File: src/rtl/cpu_axi_master.sv
// cpu_axi_master: bridges one single-beat CPU load/store into an AXI4-Lite
// write (AW+W then B) or read (AR then R), stalling the core until the
// transaction retires. A watchdog aborts transactions that hang.
module cpu_axi_master #(
  parameter int unsigned TIMEOUT_CYCLES = 256,
  parameter logic [31:0] ERR_RDATA      = 32'h0000_0000
) (
  input  logic        clk,
  input  logic        rst,
  // CPU memory port
  input  logic        cpu_ce_i,
  input  logic        cpu_we_i,
  input  logic [31:0] cpu_addr_i,
  input  logic [3:0]  cpu_sel_i,
  input  logic [31:0] cpu_data_i,
  output logic [31:0] cpu_data_o,
  output logic        cpu_stall_o,
  output logic        cpu_err_o,
  // AXI4-Lite write address channel
  output logic [31:0] M_AXI_AWADDR,
  output logic        M_AXI_AWVALID,
  input  logic        M_AXI_AWREADY,
  // AXI4-Lite write data channel
  output logic [31:0] M_AXI_WDATA,
  output logic [3:0]  M_AXI_WSTRB,
  output logic        M_AXI_WVALID,
  input  logic        M_AXI_WREADY,
  // AXI4-Lite write response channel
  input  logic        M_AXI_BVALID,
  output logic        M_AXI_BREADY,
  // AXI4-Lite read address channel
  output logic [31:0] M_AXI_ARADDR,
  output logic        M_AXI_ARVALID,
  input  logic        M_AXI_ARREADY,
  // AXI4-Lite read data channel
  input  logic [31:0] M_AXI_RDATA,
  input  logic        M_AXI_RVALID,
  output logic        M_AXI_RREADY
);

  typedef enum logic [2:0] {
    S_IDLE    = 3'd0,
    S_WR_REQ  = 3'd1,
    S_WR_RESP = 3'd2,
    S_RD_REQ  = 3'd3,
    S_RD_RESP = 3'd4,
    S_DONE    = 3'd5
  } state_t;

  // Watchdog fires once the counter reaches the last permitted wait cycle.
  // A counter past the limit (possible after a handshake won at the limit)
  // still counts as expired, so the next stalled phase aborts immediately.
  localparam logic [31:0] LP_LIMIT =
    (TIMEOUT_CYCLES == 32'd0) ? 32'd0 : (TIMEOUT_CYCLES - 32'd1);

  state_t      r_state;
  logic        r_aw_done;
  logic        r_w_done;
  logic [31:0] r_wdog;
  logic [31:0] r_awaddr;
  logic        r_awvalid;
  logic [31:0] r_wdata;
  logic [3:0]  r_wstrb;
  logic        r_wvalid;
  logic        r_bready;
  logic [31:0] r_araddr;
  logic        r_arvalid;
  logic        r_rready;
  logic [31:0] r_data;
  logic        r_err;

  logic w_aw_hs;
  logic w_w_hs;
  logic w_b_hs;
  logic w_ar_hs;
  logic w_r_hs;
  logic w_aw_all;
  logic w_w_all;
  logic w_timeout;
  logic w_stall;

  assign w_aw_hs   = r_awvalid & M_AXI_AWREADY;
  assign w_w_hs    = r_wvalid  & M_AXI_WREADY;
  assign w_b_hs    = r_bready  & M_AXI_BVALID;
  assign w_ar_hs   = r_arvalid & M_AXI_ARREADY;
  assign w_r_hs    = r_rready  & M_AXI_RVALID;
  // "Completing" includes a handshake happening in the current cycle.
  assign w_aw_all  = r_aw_done | w_aw_hs;
  assign w_w_all   = r_w_done  | w_w_hs;
  assign w_timeout = (TIMEOUT_CYCLES != 32'd0) && (r_wdog >= LP_LIMIT);

  // Transaction FSM with registered AXI outputs, watchdog and load data.
  always_ff @(posedge clk) begin
    if (rst) begin
      r_state   <= S_IDLE;
      r_aw_done <= 1'b0;
      r_w_done  <= 1'b0;
      r_wdog    <= 32'd0;
      r_awaddr  <= 32'd0;
      r_awvalid <= 1'b0;
      r_wdata   <= 32'd0;
      r_wstrb   <= 4'd0;
      r_wvalid  <= 1'b0;
      r_bready  <= 1'b0;
      r_araddr  <= 32'd0;
      r_arvalid <= 1'b0;
      r_rready  <= 1'b0;
      r_data    <= 32'd0;
      r_err     <= 1'b0;
    end else begin
      r_err <= 1'b0;
      case (r_state)
        S_IDLE: begin
          if (cpu_ce_i) begin
            r_wdog    <= 32'd0;
            r_aw_done <= 1'b0;
            r_w_done  <= 1'b0;
            if (cpu_we_i) begin
              r_awaddr  <= cpu_addr_i;
              r_wdata   <= cpu_data_i;
              r_wstrb   <= cpu_sel_i;
              r_awvalid <= 1'b1;
              r_wvalid  <= 1'b1;
              r_state   <= S_WR_REQ;
            end else begin
              r_araddr  <= cpu_addr_i;
              r_arvalid <= 1'b1;
              r_state   <= S_RD_REQ;
            end
          end
        end
        S_WR_REQ: begin
          r_wdog <= r_wdog + 32'd1;
          if (w_aw_hs) begin
            r_awvalid <= 1'b0;
            r_aw_done <= 1'b1;
          end
          if (w_w_hs) begin
            r_wvalid <= 1'b0;
            r_w_done <= 1'b1;
          end
          if (w_aw_all && w_w_all) begin
            r_bready <= 1'b1;
            r_state  <= S_WR_RESP;
          end else if (w_timeout) begin
            r_awvalid <= 1'b0;
            r_wvalid  <= 1'b0;
            r_err     <= 1'b1;
            r_state   <= S_DONE;
          end
        end
        S_WR_RESP: begin
          r_wdog <= r_wdog + 32'd1;
          if (w_b_hs) begin
            r_bready <= 1'b0;
            r_state  <= S_DONE;
          end else if (w_timeout) begin
            r_bready <= 1'b0;
            r_err    <= 1'b1;
            r_state  <= S_DONE;
          end
        end
        S_RD_REQ: begin
          r_wdog <= r_wdog + 32'd1;
          if (w_ar_hs) begin
            r_arvalid <= 1'b0;
            r_rready  <= 1'b1;
            r_state   <= S_RD_RESP;
          end else if (w_timeout) begin
            r_arvalid <= 1'b0;
            r_data    <= ERR_RDATA;
            r_err     <= 1'b1;
            r_state   <= S_DONE;
          end
        end
        S_RD_RESP: begin
          r_wdog <= r_wdog + 32'd1;
          if (w_r_hs) begin
            r_data   <= M_AXI_RDATA;
            r_rready <= 1'b0;
            r_state  <= S_DONE;
          end else if (w_timeout) begin
            r_rready <= 1'b0;
            r_data   <= ERR_RDATA;
            r_err    <= 1'b1;
            r_state  <= S_DONE;
          end
        end
        S_DONE: begin
          r_state <= S_IDLE;
        end
        default: begin
          r_state <= S_IDLE;
        end
      endcase
    end
  end

  // Stall decode: held through the wait states, and in IDLE while a request
  // is pending; never asserted while in reset.
  always_comb begin
    w_stall = 1'b0;
    if (rst) begin
      w_stall = 1'b0;
    end else begin
      case (r_state)
        S_WR_REQ, S_WR_RESP, S_RD_REQ, S_RD_RESP: w_stall = 1'b1;
        S_IDLE:                                   w_stall = cpu_ce_i;
        default:                                  w_stall = 1'b0;
      endcase
    end
  end

  assign cpu_data_o    = r_data;
  assign cpu_stall_o   = w_stall;
  assign cpu_err_o     = r_err;
  assign M_AXI_AWADDR  = r_awaddr;
  assign M_AXI_AWVALID = r_awvalid;
  assign M_AXI_WDATA   = r_wdata;
  assign M_AXI_WSTRB   = r_wstrb;
  assign M_AXI_WVALID  = r_wvalid;
  assign M_AXI_BREADY  = r_bready;
  assign M_AXI_ARADDR  = r_araddr;
  assign M_AXI_ARVALID = r_arvalid;
  assign M_AXI_RREADY  = r_rready;

endmodule
File: config.mk
export PLATFORM = sky130hd
export DESIGN_NAME = cpu_axi_master
export DESIGN_NICKNAME = d
export VERILOG_FILES = /design/src/rtl/cpu_axi_master.sv
export SDC_FILE = /design/constraint.sdc
export NUM_CORES = 1
export LEC_CHECK = 0
export ABC_CLOCK_PERIOD_IN_PS = 2500
export BUFFER_PORTS_ARGS = -buffer_cell sky130_fd_sc_hd__buf_2
export CAP_MARGIN = 20
export CORE_MARGIN = 8
export CORE_UTILIZATION = 50
export DETAILED_ROUTE_END_ITERATION = 8
export PLACE_DENSITY = 0.77
export SLEW_MARGIN = 40
export SYNTH_ARGS = -nofsm -noshare
export SYNTH_HDL_FRONTEND = slang
export SYNTH_SLANG_ARGS = --single-unit
File: constraint.sdc
create_clock -name clk -period 2.5 [get_ports clk]
set_input_delay 0.125 -clock clk [delete_from_list [all_inputs] [get_ports clk]]
set_output_delay 0.125 -clock clk [all_outputs]
set_load 0.005 [all_outputs]
# Yosys cells after proc, flatten, opt, wreduce, memory -nomap -nowiden
# Index checks and enable logic that the tools add are counted.
# classes
div	0
n_reduce_logical	18
addsub	1
shifts	0
muxes	48
n_lt_le_gt_ge	1
eq_ne	15
bitwise_logic	8
n_mul	0
# ops
op	n
32-bit 2-to-1 mux	4
32-bit one-hot mux with 2 select lines	2
32-bit by 1-bit adder with 32-bit output (second input constant)	1
32-bit by 8-bit >= comparator with 1-bit output (second input constant)	1
1-bit 2-to-1 mux	25
3-bit AND reduction	7
3-bit 2-to-1 mux	6
2-bit inequality test (second input constant)	8
1-bit one-hot mux with 2 select lines	8
3-bit one-hot mux with 5 select lines	1
2-bit nonzero test	5
3-bit inequality test (second input constant)	3
3-bit by 2-bit == test with 1-bit output (second input constant)	2
1-bit AND	5
1-bit one-hot mux with 4 select lines	1
2-bit AND reduction	2
4-bit AND reduction	1
4-bit OR reduction	1
3-bit by 1-bit == test with 1-bit output (second input constant)	1
3-bit == test (second input constant)	1
3-bit logical NOT	1
2-bit 2-to-1 mux	1
1-bit bitwise OR	2
1-bit logical AND	1
1-bit NOT	1
# totals
output_inout_bits	139
latchBits	0
memories	0
ramBits	0
ff_bits	175
wordCells	106
rom_bits	0
in_bits	109

# Depth between registers and ports, before layout
# depth
ltp_word	5
depth_mapped	8
ltp_nobuf	5

# Worst setup path after synthesis
# Ideal clock, no wire load.
# synth_path
path_type	register -> register
from	register r_state[1]
to	register r_wdog[11]
path_buffers	2
arrival_ps	1893
synth_period_minus_slack_ps	1963
stages_incl_launch_ff	7
setup_slack_ps	537
t_required_ps	2429
setup_time_ps	71
cell_sequence	dfxtp_1 buf_2 o21a_4 or4_4 buf_6 or4_1 a21oi_1
# synth_via
elab_chain_cells	4
word_cells_on_any_way	10
cone_classes	eq/ne: 5; mux: 1; reduce/logical: 4
# synth_rtl
item	line	text
from (decl)	56	state_t r_state;
from (signal assigned)	95	r_state <= S_IDLE;
from (signal assigned)	124	r_state <= S_WR_REQ;
from (signal assigned)	128	r_state <= S_RD_REQ;
3-bit by 1-bit == test with 1-bit output (tied with other cells)	112	case (r_state)
4-bit OR reduction (no source line)	--	
2-bit nonzero test (no source line)	--	
2-bit AND reduction (no source line)	--	
to (signal assigned)	133	r_wdog <= r_wdog + 32'd1;
to (signal assigned)	153	r_wdog <= r_wdog + 32'd1;
to (signal assigned)	164	r_wdog <= r_wdog + 32'd1;
to (decl)	59	logic [31:0] r_wdog;
# Several ways; a longest one is shown, not always the timed one.
# A chain may end at the register's enable or synchronous reset.

# Worst setup path in the final report
# layout_path
from	register r_state[0]
to	register r_wdata[30] (netlist: M_AXI_WDATA[30])
# layout_via
elab_chain_cells	2
# layout_rtl
item	line	text
3-bit logical NOT	112	
3-bit AND reduction (no source line)	--	
to (signal assigned)	120	r_wdata <= cpu_data_i;
to (decl)	62	logic [31:0] r_wdata;
# Every way passes these cells.

==> results_dict.tcl <==
set metrics [dict create \
    post-route-period-util 0.8426 \
    drive_gt1_frac 0.2926 \
    drc 0 \
    rsz0062_at_grt "no" \
    maxSlewViolCount 0 \
    clkTransAtPathRegs_ps 70 \
    ctsResizeCount 0 \
    ant_nets 0 \
    outcome "complete, no violations" \
    grt_max_degree 75 \
    synth-xor-area-share 0.006031 \
    slowest_stage "nor4b_2" \
    synth_fa_ha_area_frac 0.001723 \
    drt-pass1-iter-count 5 \
    die-area_um2 18630 \
    async_flop_share 0 \
    period_needed_ps 2106 \
    r2r_end "M_AXI_WDATA[30]$_SDFFE_PP0P_" \
    core_area_um2 14370 \
    holdPathEnd "cpu_data_o[11]$_SDFFE_PP0P_" \
    ys.flop_type "dfxtp_1" \
    drt_iter0_drc 591 \
    gr-usage-all-layers 0.2412 \
    fin_worst_skew_ps 10.13 \
    drt-total-wl_um 23410 \
    vias 7700 \
    wl_per_cell_um 16.93 \
    fmax_ghz 0.4747 \
    stdcell_area_um2 10060 \
    synth_top_family_by_area "simple AND/OR/NAND/NOR gates" \
    arrival_ps 2450 \
    start_util 0.5053 \
    grt_pass1_wl_um 36170 \
    portBuffers 247 \
    synth.distinct_cells 48 \
    p_leak_nw 4.124 \
    cp_num_buf_inv 2 \
    hpwl_um 14440 \
    h-tree-depth 4 \
    endpoint_kind "flop" \
    clk_latency_ps 430 \
    cap_violations 0 \
    timing.rr.start "r_state[0]$_SDFFE_PP0N_" \
    worstPathCellList "buf_4, nor4b_2, and2_2, buf_12, nand2_1, a21oi_1" \
    rows 44 \
    post_drt_via_cell_ratio 5.568 \
    setup_viol 0 \
    regToRegSetupSlack_ps 390 \
    antenna_found_initial 1 \
    gp_congestion 0.8072 \
    ys_ff_latch 175 \
    hold_class "input pin to flop" \
    ff2ff_path_depth 6 \
    cts-root-buf "clkbuf_16" \
    cts_tree "yes" \
    syn_to_final_growth_pct 38.57 \
    worstPathRequired_ps 2840 \
    clkSinkCount 175 \
    whs_path_depth 3 \
    grt_overflow 0 \
    path_class "flop to flop" \
    setup_ws_ps 393.6 \
    dp_slack_ps 414.0 \
    final_hold_viol_count 0 \
    place_area_um2 8607 \
    syn_area_um2 7261 \
    crit_family "simple AND/OR/NAND/NOR gates" \
    layout_commonest_cell "buf_2" \
    cp_max_fo 57 \
    synth_compound_area_frac 0.1870 \
    die_width_um 136.5 \
    layout_common_cells "246 x buf_2, 230 x nand2_1, 175 x dfxtp_1, 123 x a21oi_1, 86 x dlygate4sd3_1" \
    fin_setup_tns_ps 0 \
    nets 1293 \
    synth_nets 995 \
    synth_mux_area_frac 0.01654 \
    worst_slew_margin_rel 0.4660 \
    setup.worst_path.start_class "flop" \
    cts_buffers 17 \
    synth_edf_count 0 \
    fillerInstances 1088 \
    holdWs_ps 8.344 \
    seq_area_frac_synth 0.4825 \
    hold_start "M_AXI_RDATA[11]" \
    syn-mean-instance-area_um2 8.204 \
    cpPeakStageDelay_ps 410 \
    grt_pass1_vias 7073 \
    clockBufferDepth 2 \
    power_mw 6.531 \
    tightestPinTransition_ps 798.0 \
    irDropWorstVdd_uv 473.4 \
    power-per-cell-area_nw_per_um2 649.1 \
    io_pins 248 \
    synth-simple-area-share 0.2587 \
    post_cts_buffers 0 \
    ys_warn_count 0 \
    fp.dieH_um 136.5 \
    syn_inst 885 \
]
[metal layers]
metal,track usage,wire length [µm],up-vias
met2,0.3885,11050,336
met4,0.1239,828,0
met1,0.2847,9514,3572
met3,0.07416,2013,56
li1,-,-,3736
met5,0,0,-
[synth_stat cells (all sizes together), types with 2 or more instances]
cell	instances	share of area
inv	7	0.0036
and2	2	0.0017
a21oi	124	0.085
nor2b	2	0.0017
nor2	18	0.0093
clkbuf	60	0.031
o21ai	7	0.0048
nor4b	3	0.0045
dfxtp	175	0.48
mux2i	12	0.017
xnor2	4	0.0048
or3b	33	0.040
or2	5	0.0043
and4	6	0.0072
a22oi	33	0.034
or4b	2	0.0028
nor3b	2	0.0021
o31ai	10	0.010
buf	17	0.013
nor3	3	0.0021
or4	13	0.014
or3	17	0.015
nand3	13	0.0090
a311oi	4	0.0048
a31oi	5	0.0043
nand2	231	0.12
nor4	17	0.015
o22ai	34	0.029
and3	5	0.0043
o21a	3	0.0041
nand4	6	0.0052
[stage by stage]
stage,cells,util
after CTS,1380,0.6992
after global placement,1262,0.5990
after floorplan,885,-
final,1383,0.7002
after detailed placement,1262,0.5990
after global routing,1381,0.6998
[registers in the layout, indices dropped and copies added (netlist names), 3 cells and up]
signal and cells:
M_AXI_WSTRB 4, M_AXI_WDATA 32, M_AXI_AWADDR 32, r_state 3
cpu_data_o 32, r_wdog 32, M_AXI_ARADDR 32
[repair_timing]
item,in CTS,in global routing
endpoints found under the hold margin,118,0
hold buffers,86,0
setup endpoints to repair,0,0
[tightest hold or removal path, delay by kind of cell]
| kind | cells | cell delay, ps |
|---|---|---|
| AO/OA/AOI/OAI | 2 | 200 |
| buffers and inverters | 1 | 70 |
[where the power goes]
group	switching, mW	internal [mW]
clock network	1.17	1.45
logic	0.520	0.403
registers	0.0747	2.91
total	1.77	4.77
[cell families after synthesis]
kind of cell             after synthesis
buffers and inverters                 84
AND/OR/NAND/NOR                      380
XOR/XNOR                               5
multiplexers                          12
AO/OA/AOI/OAI                        228
adder cells (fa/ha/maj)                1
flip-flops                           175
[worst max-delay path by stage]
stage / startpoint / to / depth (start not counted)
6_report: r_state[0]$_SDFFE_PP0N_ / M_AXI_WDATA[30]$_SDFFE_PP0P_ / 6
5_1_grt: r_wdog[0]$_SDFFE_PP0P_ / r_wdog[10]$_SDFFE_PP0P_ / 6
4_1_cts: r_wdog[0]$_SDFFE_PP0P_ / r_wdog[10]$_SDFFE_PP0P_ / 6
3_5_place_dp: r_wdog[0]$_SDFFE_PP0P_ / r_wdog[10]$_SDFFE_PP0P_ / 6
3_3_place_gp: r_wdog[0]$_SDFFE_PP0P_ / r_wdog[14]$_SDFFE_PP0P_ / 6
2_1_floorplan: r_state[1]$_SDFFE_PP0N_ / r_wdog[11]$_SDFFE_PP0P_ / 6
[area by class of cell]
class	count	area, µm²	area share
Multi-Input combinational cell	626	3430	0.3409
Sequential cell	175	3503	0.3482
Antenna cell	3	7.507	0.0007462
Timing Repair Buffer	356	2285	0.2271
Clock buffer	20	456.7	0.04539
Clock inverter	12	122.6	0.01219
Tap cell	184	230.2	0.02288
Inverter	7	26.28	0.002612
Note: power is estimated with default switching activity, not from simulation.
